$ cat config.mk
export PLATFORM = sky130hd
export DESIGN_NAME = alu_req_arbiter
export DESIGN_NICKNAME = d
export VERILOG_FILES = /design/src/rtl/alu_req_arbiter.sv
export SDC_FILE = /design/constraint.sdc
export NUM_CORES = 1
export LEC_CHECK = 0
export CORE_ASPECT_RATIO = 0.75
export CORE_MARGIN = 2
export CORE_UTILIZATION = 30
export DETAILED_ROUTE_END_ITERATION = 10
export GPL_ROUTABILITY_DRIVEN = 0
export PLACE_DENSITY = 0.61
export SYNTH_ARGS = -nofsm -noshare
export SYNTH_HDL_FRONTEND = slang
export SYNTH_SLANG_ARGS = --single-unit
export TNS_END_PERCENT = 30
$ cat constraint.sdc
create_clock -name clk -period 2.66 [get_ports clk]
set_clock_uncertainty 0.1 [all_clocks]
set_input_delay 0.266 -clock clk [delete_from_list [all_inputs] [get_ports clk]]
set_output_delay 0.266 -clock clk [all_outputs]
set_load 0.03 [all_outputs]
$ cat src/rtl/alu_req_arbiter.sv
// Two-requester round-robin front end for one shared combinational ALU.
// Operands are registered toward the ALU, and the result is returned on a valid/ready channel tagged with the requester id.
module alu_req_arbiter #(
    parameter int DW      = 8,
    parameter int OPW     = 3,
    parameter int ALU_LAT = 1
) (
    input  logic           clk,
    input  logic           rst_n,
    input  logic           req0_valid,
    output logic           req0_ready,
    input  logic [DW-1:0]  req0_a,
    input  logic [DW-1:0]  req0_b,
    input  logic [OPW-1:0] req0_op,
    input  logic           req1_valid,
    output logic           req1_ready,
    input  logic [DW-1:0]  req1_a,
    input  logic [DW-1:0]  req1_b,
    input  logic [OPW-1:0] req1_op,
    output logic [DW-1:0]  alu_a,
    output logic [DW-1:0]  alu_b,
    output logic [OPW-1:0] alu_op,
    input  logic [DW-1:0]  alu_out,
    output logic           rsp_valid,
    input  logic           rsp_ready,
    output logic [DW-1:0]  rsp_data,
    output logic           rsp_id,
    output logic           busy,
    output logic [7:0]     done_cnt
);

    // state   | meaning
    // ST_IDLE | arbitrating; ready is offered only to the winner
    // ST_WAIT | operands held on the ALU while the settle counter runs
    // ST_RESP | result held on the response channel until it is taken
    localparam logic [1:0] ST_IDLE = 2'd0;
    localparam logic [1:0] ST_WAIT = 2'd1;
    localparam logic [1:0] ST_RESP = 2'd2;

    localparam int            CW     = 4;
    localparam logic [CW-1:0] LAT_TC = CW'(ALU_LAT - 1);

    logic [1:0]    state;
    logic          last_grant;
    logic [CW-1:0] wait_cnt;
    logic          grant0;
    logic          grant1;
    logic          accept;
    logic          win_id;

    // On a tie, the requester that was not served last wins.
    always_comb begin
        grant0 = req0_valid && (!req1_valid || last_grant);
        grant1 = req1_valid && (!req0_valid || !last_grant);
    end

    assign req0_ready = (state == ST_IDLE) && grant0;
    assign req1_ready = (state == ST_IDLE) && grant1;
    assign accept     = req0_ready || req1_ready;
    assign win_id     = req1_ready;
    assign busy       = (state != ST_IDLE);

    always_ff @(posedge clk) begin
        if (!rst_n) begin
            state      <= ST_IDLE;
            last_grant <= 1'b1;
            wait_cnt   <= '0;
            alu_a      <= '0;
            alu_b      <= '0;
            alu_op     <= '0;
            rsp_data   <= '0;
            rsp_id     <= 1'b0;
            rsp_valid  <= 1'b0;
            done_cnt   <= 8'd0;
        end else begin
            case (state)
                ST_IDLE: begin
                    if (accept) begin
                        alu_a      <= win_id ? req1_a  : req0_a;
                        alu_b      <= win_id ? req1_b  : req0_b;
                        alu_op     <= win_id ? req1_op : req0_op;
                        rsp_id     <= win_id;
                        last_grant <= win_id;
                        wait_cnt   <= '0;
                        state      <= ST_WAIT;
                    end
                end
                ST_WAIT: begin
                    wait_cnt <= wait_cnt + 1'b1;
                    if (wait_cnt == LAT_TC) begin
                        rsp_data  <= alu_out;
                        rsp_valid <= 1'b1;
                        state     <= ST_RESP;
                    end
                end
                ST_RESP: begin
                    if (rsp_ready) begin
                        rsp_valid <= 1'b0;
                        done_cnt  <= done_cnt + 8'd1;
                        state     <= ST_IDLE;
                    end
                end
                default: state <= ST_IDLE;
            endcase
        end
    end

endmodule
==> impl_table.tex, run 1 <==
\begin{tabular}{lr}
\hline
Metric & Value \\
\hline
\multicolumn{2}{l}{\textbf{Power}} \\
Total power divided by cell area & 585 nW/um\^{}2 \\
Sw frac & 34.4\% \\
Part of the power in the clock network & 24.2\% \\
Static leakage & 1.08 nW \\
Internal power component & 1.19 mW \\
Sum of internal, switching and leakage power & 1.82 mW \\
VDD IR max & 209 uV \\
Proportion of power drawn by combinational gates & 33.8\% \\
Flop pwr share & 42.0\% \\
Psw & 0.627 mW \\
\multicolumn{2}{l}{\textbf{Synth}} \\
Flops \& latches, synth & 44 \\
Fraction of registers with async set or reset after synthesis & 0\% \\
Synth area leaders & sky130\_fd\_sc\_hd\_\_dfxtp\_1 (43\%), sky130\_fd\_sc\_hd\_\_a21oi\_1 (9.0\%), sky130\_fd\_sc\_hd\_\_a311oi\_1 (8.1\%) \\
Commonest cells post-synth & sky130\_fd\_sc\_hd\_\_dfxtp\_1 (44), sky130\_fd\_sc\_hd\_\_a21oi\_1 (37), sky130\_fd\_sc\_hd\_\_o21ai\_1 (22), sky130\_fd\_sc\_hd\_\_nand4\_1 (21), sky130\_fd\_sc\_hd\_\_a311oi\_1 (19) \\
Commonest register cell after synthesis & sky130\_fd\_sc\_hd\_\_dfxtp\_1 \\
Most repeated cell in the gate-level netlist after synthesis & sky130\_fd\_sc\_hd\_\_dfxtp\_1 \\
Count of different cell masters after synthesis & 35 \\
Yosys top cell by area & sky130\_fd\_sc\_hd\_\_dfxtp\_1 \\
Number of enable flip-flop cells after synthesis & 0 \\
Top-area cell type share of the netlist area & 42.8\% \\
Yosys Warn Count & 0 \\
Syn Nets & 297 \\
Seq/Total Area, Yosys & 42.8\% \\
Synth Cell Area & 2060 um\^{}2 \\
Synthesized area per cell & 8.46 um\^{}2 \\
Post-synthesis instance total & 243 \\
\multicolumn{2}{l}{\textbf{Global routing}} \\
Congestion Overflow GR & 0 \\
Number of global-route vias before repair & 2,167 \\
First-pass GRT wire length & 10,500 um \\
Pin count of the biggest net entering global routing & 41 \\
Combined global-route utilization of all metal layers & 17.6\% \\
Antenna violations before repair & 0 \\
\multicolumn{2}{l}{\textbf{CTS}} \\
CTS Buf Count & 5 \\
Hold bufs inserted after CTS & 0 \\
Clock tree from TritonCTS & done \\
Number of H-tree branching levels & 2 \\
CTS root buffer & sky130\_fd\_sc\_hd\_\_clkbuf\_8 \\
Bufs on Longest Clock Path & 2 \\
Clock latency at the later pin of the worst-skew pair & 0.29 ns \\
Clock net sink count & 44 \\
Count of instances resized after the clock tree is built & 0 \\
\# Post-CTS Setup Buffers & 0 \\
Clock transition at path regs & 0.09 ns \\
\multicolumn{2}{l}{\textbf{Setup path}} \\
Worst Path Max Fanout & 5 \\
Required time at the worst-slack endpoint & 2.29 ns \\
Logic depth of the worst register-to-register path & 4 \\
FF-to-FF setup slack & 0.89 ns \\
Endpoint of the worst register-to-register path & alu\_b[7]\$\_SDFFE\_PN0P\_ \\
Arrival time of the worst setup path & 2.04 ns \\
Category of the critical setup timing path & in -> out \\
Setup crit end kind & output port \\
R2r startpoint & state[1]\$\_SDFFE\_PN0P\_ \\
Nature of the critical path startpoint & primary input \\
\multicolumn{2}{l}{\textbf{Final layout}} \\
Finished Core Util & 46.2\% \\
Antenna cell count & 0 \\
Synthesis-to-layout area growth & 51.4\% \\
Fill cells & 671 \\
Layout cell share with drive strength beyond 1 & 6.44\% \\
Layout Nets & 379 \\
\multicolumn{2}{l}{\textbf{Timing}} \\
Share of the cycle needed by the critical path after routing & 90.3\% \\
Max Transition Viols Final & 0 \\
FMAX & 416 MHz \\
Final Hold Violating Endpoints & 0 \\
Tightest Pin Transition & 0.838 ns \\
Setup repair after global routing missed its margin & false \\
Final setup violation count & 0 \\
PnR worst setup slack & 0.257 ns \\
Aggregate negative setup slack & 0 ns \\
Remaining max-slew budget at the tightest pin & 44.0\% \\
Min Tclk post-route & 2.40 ns \\
\multicolumn{2}{l}{\textbf{Route}} \\
Final routed wire length divided by cell count & 15.8 um \\
Initial DRT Pass Iterations & 4 \\
Routed vias/inst & 5.42 \\
Routed vias & 2,222 \\
Sum of routed wire length over all layers & 6490 um \\
Number of DRC violations after detailed routing & 0 \\
Drt initial violations & 77 \\
Count of antenna-violating nets left after detailed routing & 0 \\
\multicolumn{2}{l}{\textbf{Worst hold path}} \\
Hold Startpoint & rsp\_data[5]\$\_SDFFE\_PN0P\_ \\
Worst hold path depth & 2 \\
Class of the tightest hold or removal check & reg -> reg \\
Worst-case hold path end point & rsp\_data[5]\$\_SDFFE\_PN0P\_ \\
\multicolumn{2}{l}{\textbf{Status}} \\
Outcome & finished clean \\
\multicolumn{2}{l}{\textbf{Placed design}} \\
HPWL Detailed & 4400 um \\
Worst Setup Slack post-DPL & 0.261 ns \\
Count of buffers inserted at the top-level ports & 90 \\
\multicolumn{2}{l}{\textbf{Die}} \\
Initial core utilization & 30.5\% \\
Core footprint & 6730 um\^{}2 \\
Site row count & 26 \\
Overall die width & 99.6 um \\
Die Height & 75.7 um \\
I/O pin count & 91 \\
Total die area & 7540 um\^{}2 \\
\multicolumn{2}{l}{\textbf{Run}} \\
Count of max-cap constraint violations & 0 \\
\hline
\end{tabular}
-- worst max-delay path: stages --
cell	delay [ns]
sky130_fd_sc_hd__clkdlybuf4s50_1	0.54
sky130_fd_sc_hd__or3b_1	0.41
sky130_fd_sc_hd__a21oi_1	0.14
sky130_fd_sc_hd__clkdlybuf4s50_1	0.68
-- layer usage --
metal / vias to the layer above / track usage [%] / routed length, um
met5: - / 0 / 0
met4: 0 / 5.63 / 40
met3: 2 / 4.77 / 443
met2: 72 / 27.2 / 2860
met1: 1050 / 24.3 / 3140
li1: 1098 / - / -
-- layout by cell type, fill, tap and decap left out, types with 2 or more instances in the layout --
master / n
sky130_fd_sc_hd__ha_1: 3
sky130_fd_sc_hd__inv_1: 5
sky130_fd_sc_hd__o211ai_1: 4
sky130_fd_sc_hd__o31ai_1: 2
sky130_fd_sc_hd__clkbuf_8: 6
sky130_fd_sc_hd__xor2_1: 2
sky130_fd_sc_hd__clkdlybuf4s50_1: 89
sky130_fd_sc_hd__o21ai_1: 22
sky130_fd_sc_hd__nand4_1: 21
sky130_fd_sc_hd__or4_1: 2
sky130_fd_sc_hd__dfxtp_1: 44
sky130_fd_sc_hd__o21ai_0: 8
sky130_fd_sc_hd__nand2_1: 7
sky130_fd_sc_hd__or3b_1: 2
sky130_fd_sc_hd__buf_4: 8
sky130_fd_sc_hd__a31oi_1: 2
sky130_fd_sc_hd__a22oi_1: 2
sky130_fd_sc_hd__nand3_1: 13
sky130_fd_sc_hd__or3_1: 4
sky130_fd_sc_hd__a311oi_1: 19
sky130_fd_sc_hd__nand3b_1: 2
sky130_fd_sc_hd__nor2_1: 7
sky130_fd_sc_hd__a21oi_1: 37
-- cell families after synthesis --
| family | synth area share [%] |
|---|---|
| AO/OA/AOI/OAI | 28.4 |
| AND/OR/NAND/NOR | 19.5 |
| flip-flops | 42.8 |
| buffers and inverters | 6.03 |
| adder cells (fa/ha/maj) | 1.83 |
| XOR/XNOR | 0.852 |
| multiplexers | 0.487 |
-- power by group through the flow --
stage / sequential [mW] / clock (mW) / combinational, mW
detailed placement: 0.779 / 0 / 0.619
CTS: 0.765 / 0.453 / 0.620
global placement: 0.780 / 0 / 0.613
floorplan: 0.882 / 0 / 0.251
finish: 0.765 / 0.441 / 0.615
global route: 0.775 / 0.482 / 0.663
-- cell type report --
class	instances	area, um^2	area share, %
sequential	44	881	28.3
timing repair buffer	97	951	30.5
inverter	7	26.3	0.844
clock buffer	7	86.3	2.77
clock inverter	1	7.51	0.241
tap	84	105	3.38
multi-input combinational	170	1060	33.9
-- metrics by stage --
stage	hold WS, ns	cells	instance area, um^2
after CTS	0.376	410	3110
after detailed placement	0.360	402	3020
final	0.381	410	3110
after global placement	0.363	402	3020
after global routing	0.399	410	3110
after floorplan	0.238	243	2060
-- how the worst max path moves through the flow --
stage                          startpoint    endpoint  slack [ns]
finish                         req0_valid  req0_ready        0.26
global route                   req0_valid  req0_ready        0.17
floorplan           state[1]$_SDFFE_PN0P_  req0_ready        0.98
detailed placement             req0_valid  req0_ready        0.26
CTS                            req0_valid  req0_ready        0.26
global placement               req0_valid  req0_ready        0.30
-- state kept, by name, summed over array words and instances (netlist names) --
register and count:
done_cnt 8, alu_a 8, last_grant 1, alu_op 3, rsp_data 8, alu_b 8, rsp_valid 1, rsp_id 1
state 2, wait_cnt 4
(Power assumes the default switching activity.)
==> inputs of run 2 (changes only) <==
--- a/config.mk
+++ b/config.mk
@@ -11,6 +11,7 @@
 export DETAILED_ROUTE_END_ITERATION = 10
 export GPL_ROUTABILITY_DRIVEN = 0
 export PLACE_DENSITY = 0.61
+export REMOVE_ABC_BUFFERS = 1
 export SYNTH_ARGS = -nofsm -noshare
 export SYNTH_HDL_FRONTEND = slang
 export SYNTH_SLANG_ARGS = --single-unit
==> impl_table.tex, run 2 (same netlist as run 1, synthesis figures left out) <==
\begin{tabular}{lr}
\hline
Metric & Value \\
\hline
\multicolumn{2}{l}{\textbf{Status}} \\
Outcome & finished clean \\
\multicolumn{2}{l}{\textbf{Die}} \\
Total die area & 7540 um\^{}2 (unchanged) \\
I/O pin count & 91 (unchanged) \\
Overall die width & 99.6 um (unchanged) \\
Site row count & 26 (unchanged) \\
Die Height & 75.7 um (unchanged) \\
Core footprint & 6730 um\^{}2 (unchanged) \\
Initial core utilization & 30.5\% (unchanged) \\
\multicolumn{2}{l}{\textbf{Global routing}} \\
Congestion Overflow GR & 0 (unchanged) \\
First-pass GRT wire length & 10,300 um (-2.3\%) \\
GR Util met2 & 26.6\% (-0.60 points) \\
GRT Max-Usage Layer & met2 \\
Combined global-route utilization of all metal layers & 17.1\% (-0.50 points) \\
Met1 Usage GRT & 22.7\% (-1.7 points) \\
Pin count of the biggest net entering global routing & 41 (unchanged) \\
Antenna violations before repair & 0 (unchanged) \\
Met3 Resource Use GR & 7.52\% (+2.8 points) \\
Number of global-route vias before repair & 2,062 (-4.8\%) \\
\multicolumn{2}{l}{\textbf{CTS}} \\
Number of H-tree branching levels & 2 (unchanged) \\
Clock net sink count & 44 (unchanged) \\
Bufs on Longest Clock Path & 2 (unchanged) \\
CTS Buf Count & 5 (unchanged) \\
\# Post-CTS Setup Buffers & 0 (unchanged) \\
Count of instances resized after the clock tree is built & 0 (unchanged) \\
Clock transition at path regs & 0.08 ns (about the same) \\
Hold bufs inserted after CTS & 0 (unchanged) \\
Clock tree from TritonCTS & done \\
Clock latency at the later pin of the worst-skew pair & 0.29 ns (about the same) \\
CTS root buffer & sky130\_fd\_sc\_hd\_\_clkbuf\_8 \\
\multicolumn{2}{l}{\textbf{Route}} \\
Drt initial violations & 102 (+32\%) \\
Number of DRC violations after detailed routing & 0 (unchanged) \\
Sum of routed wire length over all layers & 6520 um (+0.48\%) \\
Routed vias & 2,231 (+0.41\%) \\
Count of antenna-violating nets left after detailed routing & 0 (unchanged) \\
Routed vias/inst & 5.44 (+0.41\%) \\
Initial DRT Pass Iterations & 4 (unchanged) \\
Final routed wire length divided by cell count & 15.9 um (+0.48\%) \\
\multicolumn{2}{l}{\textbf{Timing}} \\
Setup repair after global routing missed its margin & false \\
Share of the cycle needed by the critical path after routing & 89.5\% (-0.87 points) \\
Final setup violation count & 0 (unchanged) \\
Aggregate negative setup slack & 0 ns (unchanged) \\
FMAX & 420 MHz (+0.98\%) \\
Min Tclk post-route & 2.38 ns (-0.0232 ns) \\
Tightest Pin Transition & 0.643 ns (-0.196 ns) \\
Final Hold Violating Endpoints & 0 (unchanged) \\
Max Transition Viols Final & 0 (unchanged) \\
Remaining max-slew budget at the tightest pin & 57.0\% (+13 points) \\
\multicolumn{2}{l}{\textbf{Setup path}} \\
Arrival time of the worst setup path & 2.01 ns (-0.03 ns) \\
CP max stage cell & sky130\_fd\_sc\_hd\_\_clkdlybuf4s50\_1 \\
Required time at the worst-slack endpoint & 2.29 ns (about the same) \\
Series of cell instances along the critical path & clkdlybuf4s50\_1, or3b\_1, a21oi\_1, clkdlybuf4s50\_1 \\
Worst Path Max Fanout & 5 (unchanged) \\
Most frequent cell on the critical path & sky130\_fd\_sc\_hd\_\_clkdlybuf4s50\_1 \\
Setup crit end kind & output port \\
Nature of the critical path startpoint & primary input \\
Category of the critical setup timing path & in -> out \\
Largest incremental delay on the critical path & 0.68 ns (about the same) \\
Logic depth of the worst register-to-register path & 4 (unchanged) \\
\multicolumn{2}{l}{\textbf{Power}} \\
Total power divided by cell area & 588 nW/um\^{}2 (+0.52\%) \\
Sum of internal, switching and leakage power & 1.83 mW (+0.68\%) \\
VDD IR max & 215 uV (+2.6\%) \\
Static leakage & 1.09 nW (+0.84\%) \\
\multicolumn{2}{l}{\textbf{Final layout}} \\
Antenna cell count & 0 (unchanged) \\
Synthesis-to-layout area growth & 51.7\% \\
Layout cell share with drive strength beyond 1 & 6.75\% (+0.31 points) \\
Leading cell type in the layout, fill and taps excluded & sky130\_fd\_sc\_hd\_\_clkdlybuf4s50\_1 \\
Final non-filler cell total & 410 (unchanged) \\
Layout Nets & 380 (+0.26\%) \\
Highest-count cells in the layout ignoring fill and taps & sky130\_fd\_sc\_hd\_\_clkdlybuf4s50\_1 (89), sky130\_fd\_sc\_hd\_\_dfxtp\_1 (44), sky130\_fd\_sc\_hd\_\_a21oi\_1 (37), sky130\_fd\_sc\_hd\_\_o21ai\_1 (22), sky130\_fd\_sc\_hd\_\_nand4\_1 (21) \\
Cell area after layout & 3120 um\^{}2 (+0.16\%) \\
\multicolumn{2}{l}{\textbf{Worst hold path}} \\
Class of the tightest hold or removal check & reg -> reg \\
Worst hold path depth & 2 (unchanged) \\
\multicolumn{2}{l}{\textbf{Placed design}} \\
Cell total after placement & 403 (+0.25\%) \\
Placed cell areas & 3020 um\^{}2 (about the same) \\
Count of buffers inserted at the top-level ports & 90 (unchanged) \\
HPWL Detailed & 4470 um (+1.5\%) \\
\multicolumn{2}{l}{\textbf{Run}} \\
Count of max-cap constraint violations & 0 (unchanged) \\
\hline
\end{tabular}
-- run 2: changes by cell type in the layout (fill, tap and decap cells not counted), sizes merged --
cell / previous run / this run
buf: 8 / 9
clkinvlp: 1 / 0
-- run 2: area by class of cell --
cell class | instances | area, um^2
clock buffer | 7 | 96.3
multi-input combinational | 170 | 1050
fill | 650 | 3620
sequential | 44 | 881
inverter | 7 | 26.3
tap | 84 | 105
timing repair buffer | 98 | 958
-- run 2: worst max-delay path: cells and delay by family --
family                 cells  cell delay [ns]
buffers and inverters      2             1.21
and+or+nand+nor            1             0.41
AOI/OAI and AO/OA          1             0.13
-- run 2: final timing paths --
kind	start	to	slack (ns)
worst max-delay path	req0_valid	req0_ready	0.28
worst min-delay path	rsp_data[3]$_SDFFE_PN0P_	rsp_data[3]$_SDFFE_PN0P_	0.38
worst max register to register	state[1]$_SDFFE_PN0P_	alu_op[2]$_SDFFE_PN0P_	1.05
worst min register to register	rsp_data[3]$_SDFFE_PN0P_	rsp_data[3]$_SDFFE_PN0P_	0.38
-- run 2: per-stage QoR --
stage | hold slack, ns | utilization [%] | setup WS [ns]
after CTS | 0.383 | 46.3 | 0.275
after global placement | 0.359 | 44.9 | 0.292
after floorplan | 0.238 | - | 0.276
final | 0.382 | 46.3 | 0.280
after global routing | 0.409 | 46.3 | 0.178
after detailed placement | 0.369 | 44.9 | 0.281
-- run 2: layer usage --
layer / part of all wire [%] / vias up
li1: - / 1096
met1: 45 / 1039
met2: 44 / 94
met3: 11 / 2
met4: 0.20 / 0
met5: 0 / -
-- run 2: power by group --
part | switching, mW | leakage, nW | internal (mW)
Combinational | 0.357 | 0.676 | 0.262
Sequential | 0.0432 | 0.361 | 0.723
Clock | 0.217 | 0.0503 | 0.232
==> inputs of run 3 (changes only) <==
--- a/config.mk
+++ b/config.mk
@@ -6,8 +6,8 @@
 export NUM_CORES = 1
 export LEC_CHECK = 0
 export CORE_ASPECT_RATIO = 0.75
-export CORE_MARGIN = 2
 export CORE_UTILIZATION = 30
+export CTS_CLUSTER_SIZE = 25
 export DETAILED_ROUTE_END_ITERATION = 10
 export GPL_ROUTABILITY_DRIVEN = 0
 export PLACE_DENSITY = 0.61
==> impl_table.tex, run 3 (same netlist as run 1, synthesis figures left out) <==
\begin{tabular}{lr}
\hline
Metric & Value \\
\hline
\multicolumn{2}{l}{\textbf{Status}} \\
Outcome & finished clean \\
\multicolumn{2}{l}{\textbf{Final layout}} \\
Finished Core Util & 48.2\% (+1.9 points) \\
Layout Nets & 382 (+0.53\%) \\
Highest-count cells in the layout ignoring fill and taps & sky130\_fd\_sc\_hd\_\_clkdlybuf4s50\_1 (89), sky130\_fd\_sc\_hd\_\_dfxtp\_1 (44), sky130\_fd\_sc\_hd\_\_a21oi\_1 (37), sky130\_fd\_sc\_hd\_\_o21ai\_1 (22), sky130\_fd\_sc\_hd\_\_nand4\_1 (21) \\
Final non-filler cell total & 407 (-0.73\%) \\
Fill cells & 654 (+0.62\%) \\
Layout cell share with drive strength beyond 1 & 6.75\% (unchanged) \\
Synthesis-to-layout area growth & 51.1\% \\
Leading cell type in the layout, fill and taps excluded & sky130\_fd\_sc\_hd\_\_clkdlybuf4s50\_1 \\
Antenna cell count & 0 (unchanged) \\
\multicolumn{2}{l}{\textbf{Route}} \\
Sum of routed wire length over all layers & 6280 um (-3.6\%) \\
Number of DRC violations after detailed routing & 0 (unchanged) \\
Final routed wire length divided by cell count & 15.4 um (-2.9\%) \\
Initial DRT Pass Iterations & 5 (+1) \\
Routed vias/inst & 5.53 (+1.6\%) \\
Drt initial violations & 104 (+2.0\%) \\
Count of antenna-violating nets left after detailed routing & 0 (unchanged) \\
Routed vias & 2,250 (+0.85\%) \\
\multicolumn{2}{l}{\textbf{Power}} \\
Psw & 0.607 mW (-1.6\%) \\
Proportion of power drawn by combinational gates & 35.2\% (+1.4 points) \\
Static leakage & 1.09 nW (-0.24\%) \\
Sw frac & 34.4\% (+0.76 points) \\
Internal power component & 1.16 mW (-4.9\%) \\
Total power divided by cell area & 568 nW/um\^{}2 (-3.5\%) \\
Part of the power in the clock network & 21.5\% (-3.0 points) \\
VDD IR max & 239 uV (+11\%) \\
Flop pwr share & 43.3\% (+1.5 points) \\
\multicolumn{2}{l}{\textbf{CTS}} \\
Count of instances resized after the clock tree is built & 0 (unchanged) \\
\# Post-CTS Setup Buffers & 0 (unchanged) \\
Clock transition at path regs & 0.07 ns (about the same) \\
CTS Buf Count & 5 (unchanged) \\
Hold bufs inserted after CTS & 0 (unchanged) \\
Number of H-tree branching levels & 2 (unchanged) \\
Bufs on Longest Clock Path & 2 (unchanged) \\
Clock latency at the later pin of the worst-skew pair & 0.29 ns (about the same) \\
Clock net sink count & 44 (unchanged) \\
Clock tree from TritonCTS & done \\
CTS root buffer & sky130\_fd\_sc\_hd\_\_clkbuf\_8 \\
\multicolumn{2}{l}{\textbf{Timing}} \\
PnR worst setup slack & 0.254 ns (-0.0263 ns) \\
Min Tclk post-route & 2.41 ns (+0.0263 ns) \\
Remaining max-slew budget at the tightest pin & 43.3\% (-14 points) \\
FMAX & 416 MHz (-1.1\%) \\
Final Hold Violating Endpoints & 0 (unchanged) \\
Setup repair after global routing missed its margin & false \\
Tightest Pin Transition & 0.850 ns (+0.207 ns) \\
Final setup violation count & 0 (unchanged) \\
Share of the cycle needed by the critical path after routing & 90.5\% (+0.99 points) \\
Max Transition Viols Final & 0 (unchanged) \\
Worst hold slack & 0.369 ns (-0.0137 ns) \\
Aggregate negative setup slack & 0 ns (unchanged) \\
\multicolumn{2}{l}{\textbf{Setup path}} \\
Largest incremental delay on the critical path & 0.69 ns (about the same) \\
Category of the critical setup timing path & in -> out \\
Series of cell instances along the critical path & clkdlybuf4s50\_1, or3b\_1, a21oi\_1, clkdlybuf4s50\_1 \\
Required time at the worst-slack endpoint & 2.29 ns (about the same) \\
Nature of the critical path startpoint & primary input \\
CP max stage cell & sky130\_fd\_sc\_hd\_\_clkdlybuf4s50\_1 \\
Worst path top cell family by delay & buffers and inverters \\
Worst Path Max Fanout & 3 (-2) \\
Arrival time of the worst setup path & 2.04 ns (+0.03 ns) \\
Setup crit end kind & output port \\
Most frequent cell on the critical path & sky130\_fd\_sc\_hd\_\_clkdlybuf4s50\_1 \\
Buffers and inverters on the worst path & 2 (unchanged) \\
\multicolumn{2}{l}{\textbf{Global routing}} \\
Pin count of the biggest net entering global routing & 41 (unchanged) \\
First-pass GRT wire length & 10,400 um (+1.2\%) \\
Combined global-route utilization of all metal layers & 17.9\% (+0.78 points) \\
Number of global-route vias before repair & 2,211 (+7.2\%) \\
Congestion Overflow GR & 0 (unchanged) \\
Antenna violations before repair & 0 (unchanged) \\
\multicolumn{2}{l}{\textbf{Placed design}} \\
Count of buffers inserted at the top-level ports & 90 (unchanged) \\
Cell total after placement & 402 (-0.25\%) \\
Worst Setup Slack post-DPL & 0.247 ns (-0.0341 ns) \\
HPWL Detailed & 4360 um (-2.3\%) \\
\multicolumn{2}{l}{\textbf{Die}} \\
Overall die width & 97.6 um (-2.0\%) \\
Site row count & 25 (-3.8\%) \\
Total die area & 7190 um\^{}2 (-4.6\%) \\
Die Height & 73.7 um (-2.6\%) \\
Core footprint & 6440 um\^{}2 (-4.3\%) \\
I/O pin count & 91 (unchanged) \\
Initial core utilization & 31.9\% (+1.4 points) \\
\multicolumn{2}{l}{\textbf{Worst hold path}} \\
Class of the tightest hold or removal check & reg -> reg \\
\multicolumn{2}{l}{\textbf{Run}} \\
Count of max-cap constraint violations & 0 (unchanged) \\
\hline
\end{tabular}
-- run 3: changes by cell type in the layout (fill, tap and decap cells not counted), sizes merged --
cell and delta:
clkbuf -2, buf +2
-- run 3: power groups by stage --
stage | registers, mW | logic [mW] | clock network [mW]
floorplan | 0.885 | 0.220 | 0
global placement | 0.777 | 0.618 | 0
detailed placement | 0.776 | 0.623 | 0
CTS | 0.763 | 0.624 | 0.395
global route | 0.773 | 0.665 | 0.420
finish | 0.763 | 0.620 | 0.380
-- run 3: routing by layer --
layer | vias to the layer above | track usage, % | share of wire (%)
met2 | 107 | 28.2 | 42
met4 | 0 | 5.56 | 0.72
met1 | 1038 | 23.0 | 48
met5 | - | 0 | 0
met3 | 8 | 6.66 | 9.4
li1 | 1097 | - | -
-- run 3: worst reg2reg max path, cell delays in order, from the launching register on --
cell	delay [ns]
sky130_fd_sc_hd__dfxtp_1	0.32
sky130_fd_sc_hd__buf_4	0.17
sky130_fd_sc_hd__nor2_4	0.09
sky130_fd_sc_hd__inv_2	0.07
sky130_fd_sc_hd__nor2_2	0.67
sky130_fd_sc_hd__a311oi_1	0.20
-- run 3: final cells by class --
class                   instances  area, um^2  area share, %
inverters                       7        26.3          0.846
well taps                      81         101           3.26
clock buffers                   5        68.8           2.22
multi-input cells             170        1060           34.0
repair buffers                100         973           31.3
flip-flops and latches         44         881           28.4
-- run 3: per-stage QoR --
step / power, mW / area (um^2)
5_1_grt: 1.86 / 3110
3_3_place_gp: 1.40 / 3040
6_report: 1.76 / 3110
2_1_floorplan: 1.11 / 1960
3_5_place_dp: 1.40 / 3040
4_1_cts: 1.78 / 3110
-- run 3: path summary, 6_finish.rpt --
check / startpoint / end / slack [ns] / cells after the start
setup / recovery: req0_valid / req0_ready / 0.25 / 4
hold / removal: rsp_id$_SDFFE_PN0P_ / rsp_id$_SDFFE_PN0P_ / 0.37 / 2
setup reg to reg: state[1]$_SDFFE_PN0P_ / alu_b[3]$_SDFFE_PN0P_ / 0.89 / 5
hold reg to reg: rsp_id$_SDFFE_PN0P_ / rsp_id$_SDFFE_PN0P_ / 0.37 / 2
